### src/rtl/mux4_rr_arbiter_pkg.sv
// Shared types and helpers for the four-way round-robin mux arbiter.
package mux4_rr_arbiter_pkg;

  typedef enum logic {
    IDLE  = 1'b0,
    GRANT = 1'b1
  } state_t;

  localparam int NREQ = 4;

  function automatic logic [1:0] ptr_inc(input logic [1:0] p);
    return p + 2'd1;
  endfunction

endpackage

### src/rtl/mux4_rr_arbiter_rr_pick4.sv
// Rotating-priority picker: first set request starting at ptr, wrapping mod 4.
module rr_pick4
  import mux4_rr_arbiter_pkg::*;
(
  input  logic [3:0] req,
  input  logic [1:0] ptr,
  output logic [1:0] idx,
  output logic       any
);

  logic [1:0] cand;

  // Walk from lowest to highest priority so the highest-priority hit is written last.
  always_comb begin
    idx  = 2'd0;
    any  = 1'b0;
    cand = 2'd0;
    for (int i = NREQ - 1; i >= 0; i--) begin
      cand = ptr + 2'(i);
      if (req[cand]) begin
        idx = cand;
        any = 1'b1;
      end
    end
  end

endmodule

### src/rtl/mux4_rr_arbiter.sv
// Round-robin arbiter sharing one 4:1 data mux; bounded bursts, zero-bubble handover.
module mux4_rr_arbiter
  import mux4_rr_arbiter_pkg::*;
#(
  parameter int DW        = 8,
  parameter int MAX_BURST = 4
) (
  input  logic          clk,
  input  logic          rst,
  input  logic [3:0]    req,
  input  logic [DW-1:0] din0,
  input  logic [DW-1:0] din1,
  input  logic [DW-1:0] din2,
  input  logic [DW-1:0] din3,
  output logic [3:0]    gnt,
  output logic [1:0]    sel,
  output logic [DW-1:0] dout,
  output logic          dout_valid,
  output logic          busy
);

  localparam int CW = $clog2(MAX_BURST + 1);

  state_t        state, state_nxt;
  logic [1:0]    ptr, ptr_nxt, sel_nxt, rel_ptr;
  logic [CW-1:0] cnt, cnt_nxt, cnt_inc;
  logic [3:0]    gnt_nxt;
  logic [DW-1:0] dout_nxt, mux_data;
  logic          dv_nxt, release_now;
  logic [1:0]    idle_idx, rel_idx;
  logic          idle_any, rel_any;

  assign rel_ptr = ptr_inc(sel);
  assign cnt_inc = cnt + CW'(1);

  rr_pick4 u_pick_idle (.req(req), .ptr(ptr),     .idx(idle_idx), .any(idle_any));
  rr_pick4 u_pick_rel  (.req(req), .ptr(rel_ptr), .idx(rel_idx),  .any(rel_any));

  always_comb begin
    case (sel)
      2'd0:    mux_data = din0;
      2'd1:    mux_data = din1;
      2'd2:    mux_data = din2;
      default: mux_data = din3;
    endcase
  end

  always_ff @(posedge clk or posedge rst) begin
    if (rst) begin
      state      <= IDLE;
      gnt        <= 4'b0000;
      sel        <= 2'd0;
      dout       <= '0;
      dout_valid <= 1'b0;
      ptr        <= 2'd0;
      cnt        <= '0;
    end else begin
      state      <= state_nxt;
      gnt        <= gnt_nxt;
      sel        <= sel_nxt;
      dout       <= dout_nxt;
      dout_valid <= dv_nxt;
      ptr        <= ptr_nxt;
      cnt        <= cnt_nxt;
    end
  end

  // In GRANT the registered sel is the granted index k.
  always_comb begin
    state_nxt   = state;
    gnt_nxt     = gnt;
    sel_nxt     = sel;
    dout_nxt    = dout;
    dv_nxt      = 1'b0;
    ptr_nxt     = ptr;
    cnt_nxt     = cnt;
    release_now = 1'b0;
    case (state)
      IDLE: begin
        if (idle_any) begin
          gnt_nxt   = 4'b0001 << idle_idx;
          sel_nxt   = idle_idx;
          cnt_nxt   = '0;
          state_nxt = GRANT;
        end
      end
      GRANT: begin
        if (req[sel]) begin
          dout_nxt = mux_data;
          dv_nxt   = 1'b1;
          cnt_nxt  = cnt_inc;
          if (cnt_inc == CW'(MAX_BURST)) release_now = 1'b1;
        end else begin
          release_now = 1'b1;
        end
        if (release_now) begin
          ptr_nxt = rel_ptr;
          cnt_nxt = '0;
          if (rel_any) begin
            gnt_nxt = 4'b0001 << rel_idx;
            sel_nxt = rel_idx;
          end else begin
            gnt_nxt   = 4'b0000;
            state_nxt = IDLE;
          end
        end
      end
      default: state_nxt = IDLE;
    endcase
  end

  always_comb begin
    busy = |gnt;
  end

endmodule

### config.mk
export PLATFORM = sky130hd
export DESIGN_NAME = mux4_rr_arbiter
export DESIGN_NICKNAME = d
export VERILOG_FILES = /design/src/rtl/mux4_rr_arbiter_pkg.sv /design/src/rtl/mux4_rr_arbiter_rr_pick4.sv /design/src/rtl/mux4_rr_arbiter.sv
export SDC_FILE = /design/constraint.sdc
export NUM_CORES = 1
export LEC_CHECK = 0
export ABC_AREA = 1
export BUFFER_PORTS_ARGS = -buffer_cell sky130_fd_sc_hd__buf_2
export CAP_MARGIN = 20
export CORE_ASPECT_RATIO = 1.25
export CORE_MARGIN = 4
export CORE_UTILIZATION = 46
export DETAILED_ROUTE_END_ITERATION = 16
export GPL_ROUTABILITY_DRIVEN = 0
export HOLD_SLACK_MARGIN = 0.02
export PLACE_DENSITY = 0.83
export SYNTH_ARGS = -nofsm -noshare
export SYNTH_HDL_FRONTEND = slang
export SYNTH_SLANG_ARGS = --single-unit
### constraint.sdc
create_clock -name clk -period 1.72 [get_ports clk]
set_input_delay 0.172 -clock clk [delete_from_list [all_inputs] [get_ports clk]]
set_output_delay 0.172 -clock clk [all_outputs]
set_load 0.02 [all_outputs]
== Word-level counts from Yosys, hierarchy flattened ==
Cells that the tools add are included.

* Input port bits: 38
* Word-level logic and storage cells: 97
* Output and inout port bits: 16
* Register bits after elaboration: 21

* $lt $le $gt $ge: 9
* Shift operators: 2
* Equal/unequal tests: 7
* Multiplexer cells: 56
* Bitwise gates (word level): 1
* Add/subtract/negate cells: 8
* Reductions and logical operators: 7

{| class="wikitable"
|+ Operators with widths
! kind !! count
|-
| less-than comparator 2 x 3 -> 1 bit (second input constant) || 9
|-
| two-way mux 1 bit || 25
|-
| case mux 8 bit (3 select lines) || 1
|-
| two-way mux 2 bit || 11
|-
| binary-select mux 1 bit (select 2 bit) || 9
|-
| two-way mux 4 bit || 3
|-
| two-way mux 3 bit || 3
|-
| adder 2 bit (second input constant) || 4
|-
| case mux 4 bit (2 select lines) || 1
|-
| AND reduction 2 bit || 4
|-
| << shifter 1 x 2 -> 4 bit (first input constant) || 2
|-
| adder 2 x 1 -> 2 bit (second input constant) || 3
|-
| case mux 3 bit (2 select lines) || 1
|-
| inequality test 2 x 1 -> 1 bit (second input constant) || 2
|-
| case mux 2 bit (2 select lines) || 1
|-
| OR reduction 4 bit || 1
|-
| adder 3 x 1 -> 3 bit (second input constant) || 1
|-
| == test 3 bit (second input constant) || 1
|-
| inequality test 3 x 1 -> 1 bit (second input constant) || 1
|-
| AND reduction 3 bit || 1
|-
| == test 2 x 1 -> 1 bit (second input constant) || 1
|-
| == test 2 bit (second input constant) || 1
|-
| zero test 2 bit || 1
|-
| inequality test 2 bit (second input constant) || 1
|-
| other kinds (2) || 2
|}

== Depth between registers and ports, before layout ==
* Depth in word-level cells: 12
* Depth in mapped cells: 15
* Depth with buffers taken out: 14

== By module ==
A second synthesis with hierarchy kept.

* Cell total of the unflattened synthesis: 260
* Area, all modules: 1695.4 um^2

{| class="wikitable"
|+ By module, submodules not included
! module !! sequential area each (um^2) !! instances !! area each (um^2) !! cells each
|-
| mux4_rr_arbiter || 525.5 || 1 || 1265.0 || 172
|-
| rr_pick4 || 0.0 || 2 || 215.2 || 44
|}

== Worst setup path after synthesis ==
OpenSTA, ideal clock, no wires.

* Path type: register -> register
* Start point: reg sel[0]
* End point: reg gnt[0]
* Data arrival time: 1.907 ns
* Stages on the path, launching flop included: 16
* Period minus slack after synthesis: 2.024 ns
* Path slack: -0.304 ns
* Path buffers: 1
* Library setup time: 0.117 ns
* Required time: 1.603 ns
* Path through: dfrtp_1 -> buf_6 -> inv_8 -> ha_1 -> inv_2 -> nand2_1 -> nand2_1 -> nand2_1 -> nand2_1 -> nor2_4 -> nand2_4 -> nor2_8 -> a21oi_4 -> inv_4 -> nand2_1 -> nand2_1

* Longest elaborated chain between the ends: 12
* Elaborated cells between the ends (all ways): 30
* Classes of those cells: 4 x add/sub; 1 x eq/ne; 1 x shift; 23 x mux; 1 x reduce/logical

{| class="wikitable"
|+ Ends and longest elaborated chain
! element !! RTL line !! source
|-
| start, declared || mux4_rr_arbiter.sv:16 || <nowiki>output logic [1:0] sel,</nowiki>
|-
| start signal, assigned || mux4_rr_arbiter.sv:60 || <nowiki>sel <= sel_nxt;</nowiki>
|-
| adder 2 x 1 -> 2 bit (*) || mux4_rr_arbiter_pkg.sv:12 || <nowiki>return p + 2'd1;</nowiki>
|-
| via rel_ptr[0] || mux4_rr_arbiter.sv:25 || <nowiki>logic [1:0] ptr, ptr_nxt, sel_nxt, rel_ptr;</nowiki>
|-
| adder 2 bit || mux4_rr_arbiter_rr_pick4.sv:19 || <nowiki>cand = ptr + 2'(i);</nowiki>
|-
| binary-select mux 1 bit (select 2 bit) || mux4_rr_arbiter_rr_pick4.sv:20 || <nowiki>if (req[cand]) begin</nowiki>
|-
| two-way mux 1 bit (implied by the code) || mux4_rr_arbiter_rr_pick4.sv:20 ||
|-
| two-way mux 2 bit (4 in series) || mux4_rr_arbiter_rr_pick4.sv:20 ||
|-
| << shifter 1 x 2 -> 4 bit || mux4_rr_arbiter.sv:100 || <nowiki>gnt_nxt = 4'b0001 << rel_idx;</nowiki>
|-
| two-way mux 4 bit (*) || mux4_rr_arbiter.sv:99 || <nowiki>if (rel_any) begin</nowiki>
|-
| two-way mux 4 bit (*) || mux4_rr_arbiter.sv:96 || <nowiki>if (release_now) begin</nowiki>
|-
| case mux 4 bit (2 select lines) (*) || mux4_rr_arbiter.sv:78 || <nowiki>case (state)</nowiki>
|-
| end signal, assigned || mux4_rr_arbiter.sv:59 || <nowiki>gnt <= gnt_nxt;</nowiki>
|-
| end, declared || mux4_rr_arbiter.sv:15 || <nowiki>output logic [3:0] gnt,</nowiki>
|}

The timed path passes the listed nets; every way through them passes the cells marked *. The select of a mux whose other input is x is not followed.
A chain may end at the register's enable or synchronous reset.

== Final worst setup path ==
Same ends and word-level chain as after synthesis.

==> metrics.md <==
| Metric | Value |
|---|---|
| Hold Path Stages | 3 |
| Most common cell after layout, fill and taps aside | nand2_1 |
| Req. time, crit path | roughly 1.9 ns |
| Clk_lat worst skew | around 0.27 ns |
| Crit Path Max Fanout | 5 |
| Area grow syn2layout | 34.81% |
| Reg2Reg Capture Point | gnt[0]$_DFFE_PP0P_ |
| CP dominant cell by count | nand2_4 |
| CORE AREA | about 3500 um2 |
| Slack of the critical path | -0.04749 ns |
| CP max stage cell | dfrtp_2 |
| Starting Density | 47.88% |
| Critical path buffers and inverters | 3 |
| Period minus WS final | approximately 1.8 ns |
| Inserted Clock Buffers | 3 |
| Dominant cells by area after synthesis | dfrtp_1, nand2_1, nand3_1, ha_1, a22o_1 |
| Routed wire length | 4487 um |
| Drt pass-1 iters | 4 |
| Clk sinks | 21 |
| CTS H-Tree Depth | 1 |
| Min-delay src | din3[2] |
| Final worst-path cycle share | 102.8% |
| Clk_skew | 0.006263 ns |
| CP Capture Type | flip-flop |
| RSZ-0062 raised after global routing | yes |
| Leakage power | 0.001312 uW |
| Maximum number of pins on one net before global-route repair | 22 |
| Hold/Removal Path Class | in -> reg |
| Nets@finish | ~350 |
| Routed vias/inst | 5.333 |
| Critical path class | reg -> reg |
| Most frequent cells in the layout | nand2_1, buf_2, dfrtp_1 |
| PwrDens | ~2300 nW/um2 |
| Final hold viol count | 0 |
| Syn Area/Cell | roughly 7.0 um2 |
| Clock-pin slew of the registers on the worst-case setup and hold paths | roughly 0.08 ns |
| Count of buffers from port buffering | 53 |
| Failing checks | negative setup slack |
| Hold EP | dout[2]$_DFFE_PP0P_ |
| DIE AREA | 4659 um2 |
| Clock root buffer | clkbuf_8 |
| Critical-path cell list | inv_8 > ha_4 > inv_6 > nand2_4 > nand2_4 > nand2_2 > nand2_4 > nor2_4 > nand2_4 > nor2_8 > a21oi_4 > inv_4 > nand2_1 > nand2_1 |
| Vias | between 1,500 and 2,000 |
| Vias in the first global route | roughly 1,800 |
| Worst slew pin tran | a little over 0.3 ns |
| R2R Path Start | sel[0]$_DFFE_PP0P_ |
| Sum Neg Setup Slack | -0.2050 ns |
| FF+latch count, synth | 21 |
| Worst path depth | 14 |
| Share of layout cells above drive strength 1 | roughly 40% |
| Hold_ws | around 0.18 ns |
| Rows | 24 |
| Outcome | finished, violations left |
| Num ports | between 50 and 60 |
| MaxCap Viol Count | 0 |
| Reg2reg path depth | 14 |
| Die Ht | 75.32 um |
| Number of diodes | 0 |
| Critical Path Max Stage Delay | between 0.4 and 0.5 ns |
| Detailed Route Iter0 Violations | 86 |
| Global-route wire length before repair | just over 7000 um |
| DR WL/cell | around 13 um |
| Die width | roughly 60 um |
| Syn nets | 282 |
| Cell area after synthesis | approximately 1700 um2 |
| Final HPWL DP | 3497 um |
| Yosys top cell area share | a little under a third |
| # DRC | 0 |
| Critical Path Source Type | flip-flop |
| Distinct cells, synth | 32 |
| Sequential share of the synthesized area | between 30% and 40% |
| Initial antenna violation count | 0 |
| Worst VDD drop | 1512 uV |
| Final ANT Viol Nets | 0 |
| R2R setup slack | -0.05 ns |
| Synth area leader | dfrtp_1 |
| GRT overflow | 0 |
| Clock Path Buffers | 2 |
| Pins Over Slew Limit | 0 |
| Crit path max-delay family | simple AND/OR/NAND/NOR gates |
| CTS tree | done |
| Tot GR Track Use | 20.23% |
| Syn. warnings | 0 |
| Max transition margin | about 80% |
| Synth Instances | approximately 240 |
| # setup viols final | 7 |
| Worst Path Arrival | ~1.9 ns |
| Max Clock Freq | between 500 and 600 MHz |
-- state kept, by name (all words and copies together) (netlist names) --
register and cells:
cnt 3, dout 8, dout_valid 1, gnt 4, ptr 2, sel 2, state 1
-- tightest hold or removal path, stage by stage --
cell and delay [ns]:
buf_2 0.08, o221ai_1 0.10, nand2_1 0.06
-- through the flow --
stage                     setup slack (ns)  total power, uW  cell area, um2  utilization [%]  instances
after CTS                        0.0005655             4678            2110            60.56        337
after detailed placement          -0.05609             4309            2047            58.76        332
after global placement             0.02916             4199            2047            58.76        332
after global routing               -0.1523             5649            2248            64.55        342
after floorplan                   -0.09459             3459            1688                -        238
final                             -0.04749             5127            2248            64.55        342
-- area by class of cell --
type	count	area [um2]
fill	323	1235
multi-input combinational	185	1107
sequential	21	529.3
timing repair buffer	71	419.2
inverter	22	97.59
tap	39	48.80
clock buffer	3	41.29
clock inverter	1	5.005
-- power by group --
part | total [uW] | internal [uW] | switching [uW]
clock | 330 | 162 | 168
combinational | 3890 | 1500 | 2390
sequential | 903 | 733 | 170
-- what timing repair did --
action	4_1_cts	5_1_grt
pin swaps	2	9
setup buffers	0	5
setup endpoints to repair	6	11
resized for setup	3	27
hold buffers	1	0
endpoints found under the hold margin	21	0
-- how the worst max path moves through the flow --
stage                         end          startpoint
6_report       gnt[0]$_DFFE_PP0P_  sel[0]$_DFFE_PP0P_
5_1_grt        sel[0]$_DFFE_PP0P_  sel[0]$_DFFE_PP0P_
4_1_cts        gnt[0]$_DFFE_PP0P_  sel[0]$_DFFE_PP0P_
3_5_place_dp   gnt[0]$_DFFE_PP0P_  sel[1]$_DFFE_PP0P_
3_3_place_gp   gnt[0]$_DFFE_PP0P_  sel[1]$_DFFE_PP0P_
2_1_floorplan  gnt[0]$_DFFE_PP0P_  sel[0]$_DFFE_PP0P_
-- cells by family (layout without fill, tap and decap cells) --
| kind of cell | Yosys count | in the layout | synth area share (%) |
|---|---|---|---|
| simple gates | 138 | 138 | 37.36 |
| compound gates | 40 | 40 | 17.11 |
| buf+inv | 32 | 97 | 9.002 |
| flops | 21 | 21 | 31.51 |
| fa+ha+maj | 6 | 6 | 4.501 |
| xor+xnor | 1 | 1 | 0.5252 |
-- cells in the mapped netlist (all sizes together) --
master / number
a21oi: 4
a22o: 8
o21ai: 17
buf: 7
ha: 6
o31ai: 1
nand3: 18
a32o: 1
clkbuf: 3
or4: 1
nand2: 110
a21boi: 1
nor2: 6
nand4: 3
xnor2: 1
inv: 22
dfrtp: 21
o221ai: 8
-- per-layer routing --
layer	up-vias	global-route usage [%]	routed length, um
li1	912	-	-
met1	856	23.31	1716
met2	44	39.35	2474
met3	12	1.017	183
met4	0	5.425	113
met5	-	0	0
No activity file was read; power rests on OpenSTA's default activity.
